$ cat src/rtl/alu_issue_ctrl_if.sv
// rtl/alu_issue_ctrl_if.sv - instruction handshake and decoded-control bundle for alu_issue_ctrl
interface alu_issue_ctrl_if;
    logic        INSTR_VALID;
    logic        INSTR_READY;
    logic [31:0] INSTRUCTION;
    logic        ZERO;
    logic [2:0]  ALUOP;
    logic [2:0]  READREG1;
    logic [2:0]  READREG2;
    logic [2:0]  WRITEREG;
    logic [7:0]  IMMEDIATE;
    logic        IMM_SEL;
    logic        NEG_SEL;
    logic        WRITEENABLE;
    logic        JUMP;
    logic        BRANCH_TAKEN;
    logic        ILLEGAL;
    logic        BUSY;

    // master: the issue controller; slave: fetch plus ALU/register-file side
    modport master (
        input  INSTR_VALID, INSTRUCTION, ZERO,
        output INSTR_READY, ALUOP, READREG1, READREG2, WRITEREG, IMMEDIATE,
               IMM_SEL, NEG_SEL, WRITEENABLE, JUMP, BRANCH_TAKEN, ILLEGAL, BUSY
    );

    modport slave (
        output INSTR_VALID, INSTRUCTION, ZERO,
        input  INSTR_READY, ALUOP, READREG1, READREG2, WRITEREG, IMMEDIATE,
               IMM_SEL, NEG_SEL, WRITEENABLE, JUMP, BRANCH_TAKEN, ILLEGAL, BUSY
    );
endinterface

$ cat src/rtl/alu_issue_ctrl.sv
// rtl/alu_issue_ctrl.sv - decodes one instruction, holds ALU controls for its latency, then resolves
module alu_issue_ctrl #(
    parameter int MULT_CYCLES  = 3,
    parameter int SHIFT_CYCLES = 2,
    parameter int BASIC_CYCLES = 1
) (
    input  logic              CLK,
    input  logic              RESET,
    alu_issue_ctrl_if.master  bus
);

    localparam logic [7:0] MULT_LAT  = 8'(MULT_CYCLES - 1);
    localparam logic [7:0] SHIFT_LAT = 8'(SHIFT_CYCLES - 1);
    localparam logic [7:0] BASIC_LAT = 8'(BASIC_CYCLES - 1);

    typedef enum logic [1:0] {IDLE, EXEC, RESOLVE} state_t;

    state_t state, state_nxt;
    logic [7:0] cnt;
    logic       accept;

    logic [2:0] dec_aluop;
    logic       dec_imm_sel, dec_neg_sel, dec_wr, dec_beq, dec_bne, dec_j, dec_ill;
    logic [7:0] dec_imm, dec_lat;

    logic [2:0] aluop_q, rr1_q, rr2_q, wr_q;
    logic [7:0] imm_q;
    logic       imm_sel_q, neg_sel_q, wen_q, beq_q, bne_q, j_q, ill_q;

    logic       unused_instr_bits;
    assign unused_instr_bits = ^bus.INSTRUCTION[15:11];

    assign accept = bus.INSTR_VALID && (state == IDLE);

    always_comb begin
        dec_aluop   = 3'b000;
        dec_imm_sel = 1'b0;
        dec_neg_sel = 1'b0;
        dec_wr      = 1'b0;
        dec_beq     = 1'b0;
        dec_bne     = 1'b0;
        dec_j       = 1'b0;
        dec_ill     = 1'b0;
        dec_lat     = BASIC_LAT;
        dec_imm     = bus.INSTRUCTION[7:0];
        case (bus.INSTRUCTION[31:24])
            8'h00: begin dec_imm_sel = 1'b1; dec_wr = 1'b1; end
            8'h01: dec_wr = 1'b1;
            8'h02: begin dec_aluop = 3'b001; dec_wr = 1'b1; end
            8'h03: begin dec_aluop = 3'b001; dec_neg_sel = 1'b1; dec_wr = 1'b1; end
            8'h04: begin dec_aluop = 3'b010; dec_wr = 1'b1; end
            8'h05: begin dec_aluop = 3'b011; dec_wr = 1'b1; end
            8'h06: dec_j = 1'b1;
            // Branches carry their offset in the upper field so src2 stays free for the compare
            8'h07: begin
                dec_aluop = 3'b001; dec_neg_sel = 1'b1; dec_beq = 1'b1;
                dec_imm   = bus.INSTRUCTION[23:16];
            end
            8'h08: begin dec_aluop = 3'b111; dec_wr = 1'b1; dec_lat = MULT_LAT; end
            8'h09: begin dec_aluop = 3'b100; dec_imm_sel = 1'b1; dec_wr = 1'b1; dec_lat = SHIFT_LAT; end
            8'h0A: begin dec_aluop = 3'b101; dec_imm_sel = 1'b1; dec_wr = 1'b1; dec_lat = SHIFT_LAT; end
            8'h0B: begin dec_aluop = 3'b110; dec_imm_sel = 1'b1; dec_wr = 1'b1; dec_lat = SHIFT_LAT; end
            8'h0C: begin
                dec_aluop = 3'b001; dec_neg_sel = 1'b1; dec_bne = 1'b1;
                dec_imm   = bus.INSTRUCTION[23:16];
            end
            default: dec_ill = 1'b1;
        endcase
    end

    always_ff @(posedge CLK) begin
        if (RESET) begin
            state <= IDLE;
        end else begin
            state <= state_nxt;
        end
    end

    always_comb begin
        state_nxt = state;
        case (state)
            IDLE:    if (accept) state_nxt = dec_ill ? RESOLVE : EXEC;
            EXEC:    if (cnt == 8'd0) state_nxt = RESOLVE;
            RESOLVE: state_nxt = IDLE;
            default: state_nxt = IDLE;
        endcase
    end

    always_ff @(posedge CLK) begin
        if (RESET) begin
            cnt       <= 8'd0;
            aluop_q   <= 3'b000;
            rr1_q     <= 3'b000;
            rr2_q     <= 3'b000;
            wr_q      <= 3'b000;
            imm_q     <= 8'd0;
            imm_sel_q <= 1'b0;
            neg_sel_q <= 1'b0;
            wen_q     <= 1'b0;
            beq_q     <= 1'b0;
            bne_q     <= 1'b0;
            j_q       <= 1'b0;
            ill_q     <= 1'b0;
        end else if (accept) begin
            cnt       <= dec_lat;
            aluop_q   <= dec_aluop;
            rr1_q     <= bus.INSTRUCTION[10:8];
            rr2_q     <= bus.INSTRUCTION[2:0];
            wr_q      <= bus.INSTRUCTION[18:16];
            imm_q     <= dec_imm;
            imm_sel_q <= dec_imm_sel;
            neg_sel_q <= dec_neg_sel;
            wen_q     <= dec_wr;
            beq_q     <= dec_beq;
            bne_q     <= dec_bne;
            j_q       <= dec_j;
            ill_q     <= dec_ill;
        end else if (state == EXEC && cnt != 8'd0) begin
            cnt <= cnt - 8'd1;
        end
    end

    // Strobes are masked by RESET so an instruction aborted in its resolve cycle never commits
    always_comb begin
        bus.INSTR_READY  = (state == IDLE);
        bus.BUSY         = (state != IDLE);
        bus.WRITEENABLE  = 1'b0;
        bus.JUMP         = 1'b0;
        bus.BRANCH_TAKEN = 1'b0;
        bus.ILLEGAL      = 1'b0;
        if (state == RESOLVE && !RESET) begin
            bus.WRITEENABLE  = wen_q;
            bus.JUMP         = j_q;
            bus.BRANCH_TAKEN = (beq_q && bus.ZERO) || (bne_q && !bus.ZERO);
            bus.ILLEGAL      = ill_q;
        end
    end

    assign bus.ALUOP     = aluop_q;
    assign bus.READREG1  = rr1_q;
    assign bus.READREG2  = rr2_q;
    assign bus.WRITEREG  = wr_q;
    assign bus.IMMEDIATE = imm_q;
    assign bus.IMM_SEL   = imm_sel_q;
    assign bus.NEG_SEL   = neg_sel_q;

endmodule

$ cat src/flat_wrapper.sv
// flat-port wrapper written by rule: the top's interface ports become plain ports
module alu_issue_ctrl_flat 
#(
    parameter int MULT_CYCLES  = 3,
    parameter int SHIFT_CYCLES = 2,
    parameter int BASIC_CYCLES = 1
)
  (CLK, RESET, bus_INSTR_VALID, bus_INSTRUCTION, bus_ZERO, bus_INSTR_READY, bus_ALUOP, bus_READREG1, bus_READREG2, bus_WRITEREG, bus_IMMEDIATE, bus_IMM_SEL, bus_NEG_SEL, bus_WRITEENABLE, bus_JUMP, bus_BRANCH_TAKEN, bus_ILLEGAL, bus_BUSY);
  alu_issue_ctrl_if bus_i ();
  input  logic CLK;
  input  logic RESET;
  input wire logic [$bits(bus_i.INSTR_VALID)-1:0] bus_INSTR_VALID;
  input wire logic [$bits(bus_i.INSTRUCTION)-1:0] bus_INSTRUCTION;
  input wire logic [$bits(bus_i.ZERO)-1:0] bus_ZERO;
  output wire logic [$bits(bus_i.INSTR_READY)-1:0] bus_INSTR_READY;
  output wire logic [$bits(bus_i.ALUOP)-1:0] bus_ALUOP;
  output wire logic [$bits(bus_i.READREG1)-1:0] bus_READREG1;
  output wire logic [$bits(bus_i.READREG2)-1:0] bus_READREG2;
  output wire logic [$bits(bus_i.WRITEREG)-1:0] bus_WRITEREG;
  output wire logic [$bits(bus_i.IMMEDIATE)-1:0] bus_IMMEDIATE;
  output wire logic [$bits(bus_i.IMM_SEL)-1:0] bus_IMM_SEL;
  output wire logic [$bits(bus_i.NEG_SEL)-1:0] bus_NEG_SEL;
  output wire logic [$bits(bus_i.WRITEENABLE)-1:0] bus_WRITEENABLE;
  output wire logic [$bits(bus_i.JUMP)-1:0] bus_JUMP;
  output wire logic [$bits(bus_i.BRANCH_TAKEN)-1:0] bus_BRANCH_TAKEN;
  output wire logic [$bits(bus_i.ILLEGAL)-1:0] bus_ILLEGAL;
  output wire logic [$bits(bus_i.BUSY)-1:0] bus_BUSY;
  assign bus_i.INSTR_VALID = bus_INSTR_VALID;
  assign bus_i.INSTRUCTION = bus_INSTRUCTION;
  assign bus_i.ZERO = bus_ZERO;
  assign bus_INSTR_READY = bus_i.INSTR_READY;
  assign bus_ALUOP = bus_i.ALUOP;
  assign bus_READREG1 = bus_i.READREG1;
  assign bus_READREG2 = bus_i.READREG2;
  assign bus_WRITEREG = bus_i.WRITEREG;
  assign bus_IMMEDIATE = bus_i.IMMEDIATE;
  assign bus_IMM_SEL = bus_i.IMM_SEL;
  assign bus_NEG_SEL = bus_i.NEG_SEL;
  assign bus_WRITEENABLE = bus_i.WRITEENABLE;
  assign bus_JUMP = bus_i.JUMP;
  assign bus_BRANCH_TAKEN = bus_i.BRANCH_TAKEN;
  assign bus_ILLEGAL = bus_i.ILLEGAL;
  assign bus_BUSY = bus_i.BUSY;
  alu_issue_ctrl #(.MULT_CYCLES(MULT_CYCLES), .SHIFT_CYCLES(SHIFT_CYCLES), .BASIC_CYCLES(BASIC_CYCLES)) u_core (.CLK(CLK), .RESET(RESET), .bus(bus_i));
endmodule
$ cat config.mk
export PLATFORM = sky130hd
export DESIGN_NAME = alu_issue_ctrl_flat
export DESIGN_NICKNAME = d
export VERILOG_FILES = /design/src/rtl/alu_issue_ctrl_if.sv /design/src/rtl/alu_issue_ctrl.sv /design/src/flat_wrapper.sv
export SDC_FILE = /design/constraint.sdc
export NUM_CORES = 1
export LEC_CHECK = 0
export ABC_AREA = 1
export CORE_MARGIN = 4
export CORE_UTILIZATION = 30
export CTS_BUF_LIST = sky130_fd_sc_hd__clkbuf_8
export CTS_CLUSTER_SIZE = 25
export DETAILED_ROUTE_END_ITERATION = 6
export PLACE_DENSITY = 0.61
export SYNTH_ARGS = -nofsm -noshare
export SYNTH_HDL_FRONTEND = slang
export SYNTH_SLANG_ARGS = --single-unit
export TNS_END_PERCENT = 10
$ cat constraint.sdc
create_clock -name CLK -period 1.35 [get_ports CLK]
set_input_delay 0.27 -clock CLK [delete_from_list [all_inputs] [get_ports CLK]]
set_output_delay 0.27 -clock CLK [all_outputs]
set_load 0.02 [all_outputs]
==> flow_summary.yaml <==
status:
  status: "complete, no violations"
drt:
  dr.first_iter.drc_count: 47
  drc: 0
  vias: 1961
  wl_per_cell_um: 11.0
  routed_wl_um: 4880
  via_per_inst: 4.42
  first_pass_iters: 4
  ant_nets: 0
yosys:
  syn_area_per_cell_sq_um: 6.97
  ys_types: 29
  yosys.area.top_type_share_pct: 39.6
  syn_area_sq_mm: 0.00187
  yosys.area.top_type: "dfxtp_1"
  synthTopCellsByArea: "dfxtp_1 (40%), nand2_1 (15%), nor2_1 (8.4%), inv_1 (5.8%), o21ai_1 (4.6%)"
  yosysWarnings: 0
  yosysSeqAreaShare_pct: 39.6
  syn_nets: 305
  ys_ff_latch: 37
  synth_cells: 268
pwr:
  p_leak_nw: 1.47
  powerDensity_mw_per_mm2: 905
  vdd_drop_max_uv: 600
placed_design:
  port_buffers: 58
  hpwl_um: 3690
  globalplace.congestion: 0.870
  dpl_cell_area_sq_mm: 0.00281
sta:
  hold_slack_ps: 447
  fin_crit_sh_pct: 98.5
  finalCriticalPeriod_ps: 1330
  worst_slew_pin_slew_ps: 277
  hold_violations: 0
  drv_slew: 0
  setup_violations: 0
  clock.fmax_mhz: 752
  rsz0062_at_grt: "yes"
  fin_skew_ps: 5.12
  slew_headroom_pct: 81.4
setup_path:
  ff2ff_setup_slack_ps: 20
  r2r_cells: 8
  crit_path_start_kind: "flip-flop"
  cp_max_fo: 9
  arrival_ps: 1520
  timing.rr.end: "u_core.bus.WRITEREG[2]$_SDFFE_PP0P_"
  end_kind: "flip-flop"
  worstSetupPathType: "reg2reg"
  r2r-start: "u_core.state[0]$_SDFFE_PP0P_"
  cp_data_required_time_ps: 1540
worst_hold_path:
  min_delay_path_depth: 2
  min_path_type: "reg2reg"
  min_from: "u_core.bus.IMMEDIATE[1]$_SDFFE_PP0P_"
  holdPathEnd: "u_core.bus.IMMEDIATE[1]$_SDFFE_PP0P_"
finish:
  post-route-util_pct: 50.2
  diodes: 0
  postLayoutCellArea_sq_mm: 0.00301
  synthToLayoutAreaGrowth_pct: 60.8
  nets: 405
  drive_above_1_share_pct: 24.1
clock_network:
  clock_latency_ps: 290
  clockRootBuffer: "clkbuf_8"
  cts_buffers: 5
  clkTransAtPathRegs_ps: 80
  cts_sinks: 37
  cts-htree-levels: 2
  clock_path_buffers: 2
  cts_tree: "built"
  cts.hold.buffers_added: 0
grt:
  overflow: 0
  grt_pass1_wl_um: 7850
  grtUsageTotal_pct: 13.0
  grt_max_degree: 19
  antenna_found_initial: 0
  grt_pass1_vias: 1839
die:
  rows: 28
  core_region_area_sq_mm: 0.00599
  ios: 64
  dieArea_sq_mm: 0.00756
  start_util_pct: 31.2
  die_w_um: 86.9
  die_h_um: 86.9
run:
  cap_violations: 0
## critical path, stage by stage, from the launching register on
cell and delay [ps]:
dfxtp_2 330, buf_4 140, nor2_4 120, buf_6 120
nand2_8 70, nand2_4 100, inv_6 50, buf_12 130
a22o_1 170
## cell usage after synthesis (all sizes together)
library cell / count
a22o: 6
o22ai: 1
a31oi: 2
ha: 1
a21oi: 7
nand3: 9
nand2: 81
nand4: 6
nor3: 4
dfxtp: 37
clkinv: 1
o21ai: 20
o21bai: 1
buf: 5
nor2: 49
inv: 37
o211ai: 1
## worst max path at each step
stage / start / endpoint / slack (ps) / cells past startpoint
2_1_floorplan: u_core.state[0]$_SDFFE_PP0P_ / u_core.bus.WRITEREG[0]$_SDFFE_PP0P_ / 90 / 6
3_3_place_gp: RESET / bus_WRITEENABLE / -750 / 5
3_5_place_dp: RESET / bus_WRITEENABLE / -760 / 5
4_1_cts: u_core.state[1]$_SDFFE_PP0P_ / bus_BUSY / 1 / 4
5_1_grt: bus_INSTRUCTION[28] / u_core.bus.ALUOP[0]$_SDFFE_PP0P_ / -50 / 11
6_report: u_core.state[0]$_SDFFE_PP0P_ / u_core.bus.WRITEREG[2]$_SDFFE_PP0P_ / 20 / 8
## report_power, final
| part | total (mW) | internal [mW] | switching [mW] | leakage (nW) |
|---|---|---|---|---|
| sequential | 1.16 | 1.14 | 0.0245 | 0.303 |
| combinational | 0.582 | 0.294 | 0.288 | 1.11 |
| clock | 0.976 | 0.553 | 0.423 | 0.0543 |
## per-stage QoR
stage | setup TNS [ps] | total power, mW | cells | setup WS [ps]
final | 0 | 2.72 | 444 | 19.9
after CTS | 0 | 2.72 | 438 | 0.951
after floorplan | 0 | 1.46 | 268 | 94.2
after global routing | -672 | 2.86 | 444 | -47.5
after global placement | -9640 | 1.77 | 430 | -754
after detailed placement | -10290 | 1.77 | 430 | -757
## logic make-up after synthesis
kind of cell,synth area share (%)
simple gates,37.0
buf+inv,10.8
compound gates,11.8
flops,39.6
fa+ha+maj,0.669
## metal layers
metal / track usage (%) / vias up / part of all wire (%)
li1: - / 1049 / -
met1: 14.7 / 857 / 44
met2: 21.9 / 49 / 48
met3: 5.39 / 6 / 7.2
met4: 4.39 / 0 / 1.1
met5: 0 / - / 0
## layout make-up
type | instances | area (sq um)
fillers | 593 | 2980
multi-input cells | 188 | 971
repair buffers | 98 | 926
flip-flops and latches | 37 | 743
inverters | 38 | 158
well taps | 75 | 93.8
clock buffers | 5 | 68.8
clock inverters | 3 | 46.3
## cell usage in the layout (no fill, tap or decap), types with 3 or more instances in the layout
cell / netlist / final
a21oi_1: 7 / 7
a22o_1: 6 / 6
buf_12: 0 / 5
buf_2: 0 / 3
buf_4: 1 / 34
buf_6: 4 / 3
clkbuf_8: 0 / 5
clkdlybuf4s50_1: 0 / 24
dfxtp_1: 37 / 35
dlygate4sd2_1: 0 / 25
dlymetal6s2s_1: 0 / 3
inv_1: 29 / 29
inv_2: 7 / 5
nand2_1: 76 / 73
nand2_2: 3 / 5
nand3_1: 7 / 5
nand3_2: 2 / 3
nand4_1: 6 / 6
nor2_1: 42 / 39
nor2_2: 3 / 5
nor2_4: 2 / 3
nor3_1: 3 / 3
o21ai_0: 3 / 3
o21ai_1: 17 / 17
## flip-flops by register name (all words and copies together), names as in the netlist, 2 cells and up
name	count
u_core.bus.ALUOP	3
u_core.bus.IMMEDIATE	8
u_core.bus.READREG1	3
u_core.bus.READREG2	3
u_core.bus.WRITEREG	3
u_core.cnt	8
u_core.state	2
## repair_timing
| action | CTS | global route |
|---|---|---|
| setup buffers | 0 | 4 |
| pin swaps | 0 | 8 |
| endpoints found under the setup margin | 35 | 31 |
| cloned | 0 | 2 |
| hold endpoints to repair | 0 | 0 |
| resized for setup | 56 | 21 |
Power figures use the tool's default switching activity.
